<file path="src/rtl/imem_loader_pkg.sv">
// Shared types and sizing for the instruction-memory loader.
package imem_loader_pkg;

  localparam int IMEM_ADDR_W = 8;
  localparam int IMEM_DEPTH  = 1 << IMEM_ADDR_W;
  localparam int INSTR_W     = 32;

  typedef enum logic [1:0] {
    ST_IDLE  = 2'd0,
    ST_CLEAR = 2'd1,
    ST_LOAD  = 2'd2,
    ST_RUN   = 2'd3
  } state_e;

endpackage

</file>
<file path="src/rtl/imem_loader_wr_ptr.sv">
// Word-address counter shared by the zero-fill sweep and the program load,
// with a separate program-word count and a sticky overflow flag.
module imem_loader_wr_ptr
  import imem_loader_pkg::*;
#(
  parameter int ADDR_W = IMEM_ADDR_W
) (
  input  logic              clk_i,
  input  logic              rst_i,
  input  logic              clr_i,
  input  logic              inc_i,
  input  logic              cnt_i,
  input  logic              ovf_set_i,
  output logic [ADDR_W-1:0] ptr_o,
  output logic              tc_o,
  output logic [ADDR_W:0]   count_o,
  output logic              ovf_o
);

  logic [ADDR_W-1:0] ptr_q, ptr_d;
  logic [ADDR_W:0]   count_q, count_d;
  logic              ovf_q, ovf_d;

  always_comb begin
    ptr_d   = ptr_q;
    count_d = count_q;
    ovf_d   = ovf_q;
    if (clr_i) begin
      ptr_d   = '0;
      count_d = '0;
      ovf_d   = 1'b0;
    end else begin
      // The pointer wraps to 0 after the last address, which hands LOAD a fresh start.
      if (inc_i)           ptr_d   = ptr_q + 1'b1;
      if (inc_i && cnt_i)  count_d = count_q + 1'b1;
      if (ovf_set_i)       ovf_d   = 1'b1;
    end
  end

  always_ff @(posedge clk_i) begin
    if (rst_i) begin
      ptr_q   <= '0;
      count_q <= '0;
      ovf_q   <= 1'b0;
    end else begin
      ptr_q   <= ptr_d;
      count_q <= count_d;
      ovf_q   <= ovf_d;
    end
  end

  assign ptr_o   = ptr_q;
  assign tc_o    = &ptr_q;
  assign count_o = count_q;
  assign ovf_o   = ovf_q;

endmodule

</file>
<file path="src/rtl/imem_loader.sv">
// Zero-fills instruction memory, streams a program into it, then starts the CPU.
// Optional running checksum of accepted words: define IMEM_LOADER_CHECKSUM_EN.
module imem_loader
  import imem_loader_pkg::*;
#(
  parameter int ADDR_W = IMEM_ADDR_W,
  parameter int DATA_W = INSTR_W
) (
  input  logic              clk_i,
  input  logic              rst_i,
  input  logic              load_req_i,
  input  logic              word_valid_i,
  input  logic [DATA_W-1:0] word_data_i,
  input  logic              word_last_i,
  output logic              word_ready_o,
  output logic              imem_we_o,
  output logic [ADDR_W-1:0] imem_addr_o,
  output logic [DATA_W-1:0] imem_wdata_o,
  output logic              cpu_start_o,
  output logic              busy_o,
  output logic [ADDR_W:0]   words_loaded_o,
  output logic              overflow_o,
  output logic [DATA_W-1:0] checksum_o
);

  state_e            state_q, state_d;
  logic              hs;
  logic              ptr_clr;
  logic [ADDR_W-1:0] ptr;
  logic              ptr_tc;

  logic              we_q, we_d;
  logic [ADDR_W-1:0] addr_q, addr_d;
  logic [DATA_W-1:0] wdata_q, wdata_d;
  logic              start_q, start_d;
  logic              busy_q, busy_d;

  assign word_ready_o = (state_q == ST_LOAD);
  assign hs           = word_valid_i && word_ready_o;
  // load_req_i only restarts from IDLE or RUN; mid-sequence requests are ignored.
  assign ptr_clr      = load_req_i && ((state_q == ST_IDLE) || (state_q == ST_RUN));

  imem_loader_wr_ptr #(.ADDR_W(ADDR_W)) u_wr_ptr (
    .clk_i     (clk_i),
    .rst_i     (rst_i),
    .clr_i     (ptr_clr),
    .inc_i     ((state_q == ST_CLEAR) || hs),
    .cnt_i     (hs),
    .ovf_set_i (hs && ptr_tc && !word_last_i),
    .ptr_o     (ptr),
    .tc_o      (ptr_tc),
    .count_o   (words_loaded_o),
    .ovf_o     (overflow_o)
  );

  always_comb begin
    state_d = state_q;
    case (state_q)
      ST_IDLE:  if (load_req_i)                      state_d = ST_CLEAR;
      ST_CLEAR: if (ptr_tc)                          state_d = ST_LOAD;
      ST_LOAD:  if (hs && (word_last_i || ptr_tc))   state_d = ST_RUN;
      ST_RUN:   if (load_req_i)                      state_d = ST_CLEAR;
      default:                                       state_d = ST_IDLE;
    endcase
  end

  always_comb begin
    we_d    = (state_q == ST_CLEAR) || hs;
    addr_d  = ptr;
    wdata_d = hs ? word_data_i : '0;
    busy_d  = (state_d == ST_CLEAR) || (state_d == ST_LOAD);
    // Start lags RUN entry by a cycle so the final write lands first.
    start_d = (state_q == ST_RUN) && (state_d == ST_RUN);
  end

  always_ff @(posedge clk_i) begin
    if (rst_i) begin
      state_q <= ST_IDLE;
      we_q    <= 1'b0;
      addr_q  <= '0;
      wdata_q <= '0;
      start_q <= 1'b0;
      busy_q  <= 1'b0;
    end else begin
      state_q <= state_d;
      we_q    <= we_d;
      addr_q  <= addr_d;
      wdata_q <= wdata_d;
      start_q <= start_d;
      busy_q  <= busy_d;
    end
  end

  assign imem_we_o    = we_q;
  assign imem_addr_o  = addr_q;
  assign imem_wdata_o = wdata_q;
  assign cpu_start_o  = start_q;
  assign busy_o       = busy_q;

`ifdef IMEM_LOADER_CHECKSUM_EN
  logic [DATA_W-1:0] csum_q, csum_d;

  always_comb begin
    csum_d = csum_q;
    if (ptr_clr)  csum_d = '0;
    else if (hs)  csum_d = csum_q + word_data_i;
  end

  always_ff @(posedge clk_i) begin
    if (rst_i) csum_q <= '0;
    else       csum_q <= csum_d;
  end

  assign checksum_o = csum_q;
`else
  assign checksum_o = '0;
`endif

endmodule

</file>
<file path="config.mk">
export PLATFORM = sky130hd
export DESIGN_NAME = imem_loader
export DESIGN_NICKNAME = d
export VERILOG_FILES = /design/src/rtl/imem_loader_pkg.sv /design/src/rtl/imem_loader_wr_ptr.sv /design/src/rtl/imem_loader.sv
export SDC_FILE = /design/constraint.sdc
export NUM_CORES = 1
export LEC_CHECK = 0
export ABC_AREA = 1
export BUFFER_PORTS_ARGS = -buffer_cell sky130_fd_sc_hd__buf_2
export CORE_AREA = 2 2 79 81
export CTS_CLUSTER_DIAMETER = 60
export DETAILED_ROUTE_END_ITERATION = 12
export DIE_AREA = 0 0 81 83
export HOLD_SLACK_MARGIN = 0.1
export PLACE_DENSITY_LB_ADDON = 0.08
export SYNTH_ARGS = -nofsm -noshare
export SYNTH_HDL_FRONTEND = slang
export SYNTH_HIERARCHICAL = 1
export SYNTH_SLANG_ARGS = --single-unit
</file>
<file path="constraint.sdc">
create_clock -name clk_i -period 3.9 [get_ports clk_i]
set_input_delay 0.78 -clock clk_i [delete_from_list [all_inputs] [get_ports clk_i]]
set_output_delay 0.78 -clock clk_i [all_outputs]
set_load 0.05 [all_outputs]
</file>
==> flow_summary.toml <==
[die]
die_h_um = 83
start_util_pct = 44.6
die-area_um2 = 6720
placementRows = 28
dieWidth_um = 81
core_area_um2 = 5820
ioPinCount = 123

[critical_path]
critical_path_class = "flop to primary output"
r2r_end = "busy_o"
startpoint_type = "flop"
crit_required_ns = 3.12
rr_startpoint = "u_wr_ptr/ptr_o[0]"
cp_max_fo = 4
ff2ff_path_depth = 12
critical_path_arrival_ns = 1.27
endpoint_kind = "primary output"
r2r_slack_ns = 2.04

[sta]
finClkSkew_ns = 0.00634
setup_tns_ns = 0
slew_violations = 0
period_share_pct = 52.5
hold_violations = 0
relSlewSlack_pct = 56.6
setup_viol = 0
fmax_mhz = 488
finalCriticalPeriod_ns = 2.05
rsz0062_at_grt = "false"
worst_pin_slew_ns = 0.650

[drt]
drc_errors = 0
met3RoutedLength_um = 474
ant_nets = 0
vias_per_cell = 4.03
highest_layer = "met4"
drt_pre_antenna_iters = 4
routedWlPerCell_um = 9.49
wl_um = 4710
wl_met2_um = 2100
vias = 1997
wl_met1_um = 2050
drt_iter0_drc = 55

[clock_network]
clock_latency_ns = 0.33
cts_setup_buffers = 0
htree_levels = 3
cts_hold_buf = 0
cts.sinks = 63
clk_pin_slew_ns = 0.06
cts.path.max_buffers = 2
post_cts_resized = 0
cts-buffers-inserted = 9
clockRootBuffer = "clkbuf_8"
cts_tree = "done"

[global_route]
antenna_found_initial = 0
grt_start_max_net_pins = 33
grt_usage_pct = 13.3
first_global_vias = 1627
grt_pass1_wl_um = 6970
grt_overflow_total = 0

[hold_path]
min-delay-start = "u_wr_ptr/ptr_o[6]"
holdPathEnd = "imem_addr_o[6]"
hold_class = "flop to flop"
min_path_cells = 2

[logic_synthesis]
synth_area_um2 = 2590
syn_inst = 323
yosysWarnings = 6
synth-seq-area-share_pct = 48.7
yosysUniqueCellTypes = 21
ys_ff_latch = 63
avgSynthCellArea_um2 = 8.02

[layout]
final_cells = 496
area_growth_pct = 21.0
fin_util_pct = 53.9
n_antenna_cell = 0
layout-drive-gt1-share_pct = 30.4
finalNetCount = 460
final_cell_area_um2 = 3130

[placed_design]
placed_cells_incl_taps = 481
numPortBuffers = 90
dpl-instance-area_um2 = 2950
gp_congestion = 0.767
detailed_place_hpwl_um = 3560

[flow_run]
drv_cap = 0

[outcome]
outcome = "finished, final reports clean"

[power_and_ir_drop]
p_total_mw = 1.72
p_per_area_nw_per_um2 = 548
irDropWorstVdd_uv = 284
leakagePower_nw = 1.72
==> cells in the mapped netlist <==
library cell  count  area [um2]
a21oi_1          11        55.1
buf_4            33         248
buf_6             5        56.3
clkbuf_1          1        3.75
conb_1            1        3.75
dfxtp_1          63        1260
ha_1              6        75.1
inv_1            65         244
nand2_1          37         139
nand2_2           4        25.0
nand3_1           6        30.0
nand3_2           3        30.0
nand3_4           1        17.5
nand4_1           2        12.5
nor2_1           59         221
nor2_2           10        62.6
nor2_4            4        45.0
nor3_1            4        20.0
o21ai_0           6        30.0
o21ai_1           1        5.00
or2_1             1        6.26
==> through the flow <==
stage / hold WS, ns / worst slack (ns)
after floorplan: 0.417 / 2.05
after global placement: 0.451 / 1.94
after detailed placement: 0.453 / 1.94
after CTS: 0.468 / 1.84
after global routing: 0.502 / 1.78
final: 0.460 / 1.85
==> sequential cells by signal, indices dropped and copies added (netlist names) <==
| signal | cells |
|---|---|
| imem_we_o | 1 |
| imem_wdata_o | 32 |
| state_q | 2 |
| imem_addr_o | 8 |
| busy_o | 1 |
| u_wr_ptr/count_o | 9 |
| cpu_start_o | 1 |
| u_wr_ptr/ovf_o | 1 |
| u_wr_ptr/ptr_o | 8 |
==> how the worst max path moves through the flow <==
stage / startpoint / cells past startpoint / to
finish: state_q[0] / 3 / word_ready_o
global route: state_q[0] / 3 / word_ready_o
CTS: state_q[0] / 3 / word_ready_o
detailed placement: word_valid_i / 8 / u_wr_ptr/count_o[8]
global placement: word_valid_i / 8 / u_wr_ptr/count_o[8]
floorplan: state_q[0] / 11 / busy_o
==> final cells by class <==
type	instances	area, um2
sequential	63	1260
inverter	65	244
multi-input combinational	187	895
tap	75	93.8
clock buffer	12	165
fill	599	2680
clock inverter	3	17.5
timing repair buffer	91	458
==> logic make-up after synthesis <==
logic type | count (synthesis) | share of synthesized area, %
other | 1 | 0.145
DFF | 63 | 48.7
buffers and inverters | 104 | 21.3
AOI/OAI and AO/OA | 18 | 3.48
adders and majority gates | 6 | 2.90
and+or+nand+nor | 131 | 23.5
==> power breakdown <==
part           switching [mW]  internal [mW]
logic                   0.372          0.119
clock network           0.236          0.277
registers              0.0229          0.690
total                   0.631           1.09
==> layer usage <==
metal / up-vias / track usage, %
met2: 75 / 21.6
met5: - / 0
met3: 7 / 4.46
li1: 1069 / -
met4: 0 / 7.55
met1: 846 / 14.9
==> layout by cell type (no fill, tap or decap), drive strengths merged, types with 2 or more instances in the layout <==
| cell type | n |
|---|---|
| o21ai | 7 |
| conb | 32 |
| dfxtp | 63 |
| a21oi | 11 |
| ha | 6 |
| nand4 | 2 |
| clkinv | 2 |
| nand3 | 10 |
| nand2 | 41 |
| buf | 91 |
| nor2 | 73 |
| inv | 65 |
| clkbuf | 12 |
| nor3 | 4 |
==> worst max-delay path, stage by stage, from the launching register on <==
cell and delay, ns:
dfxtp_1 0.33, inv_1 0.10, ha_1 0.22, buf_2 0.29
No activity file was read; power rests on OpenSTA's default activity.
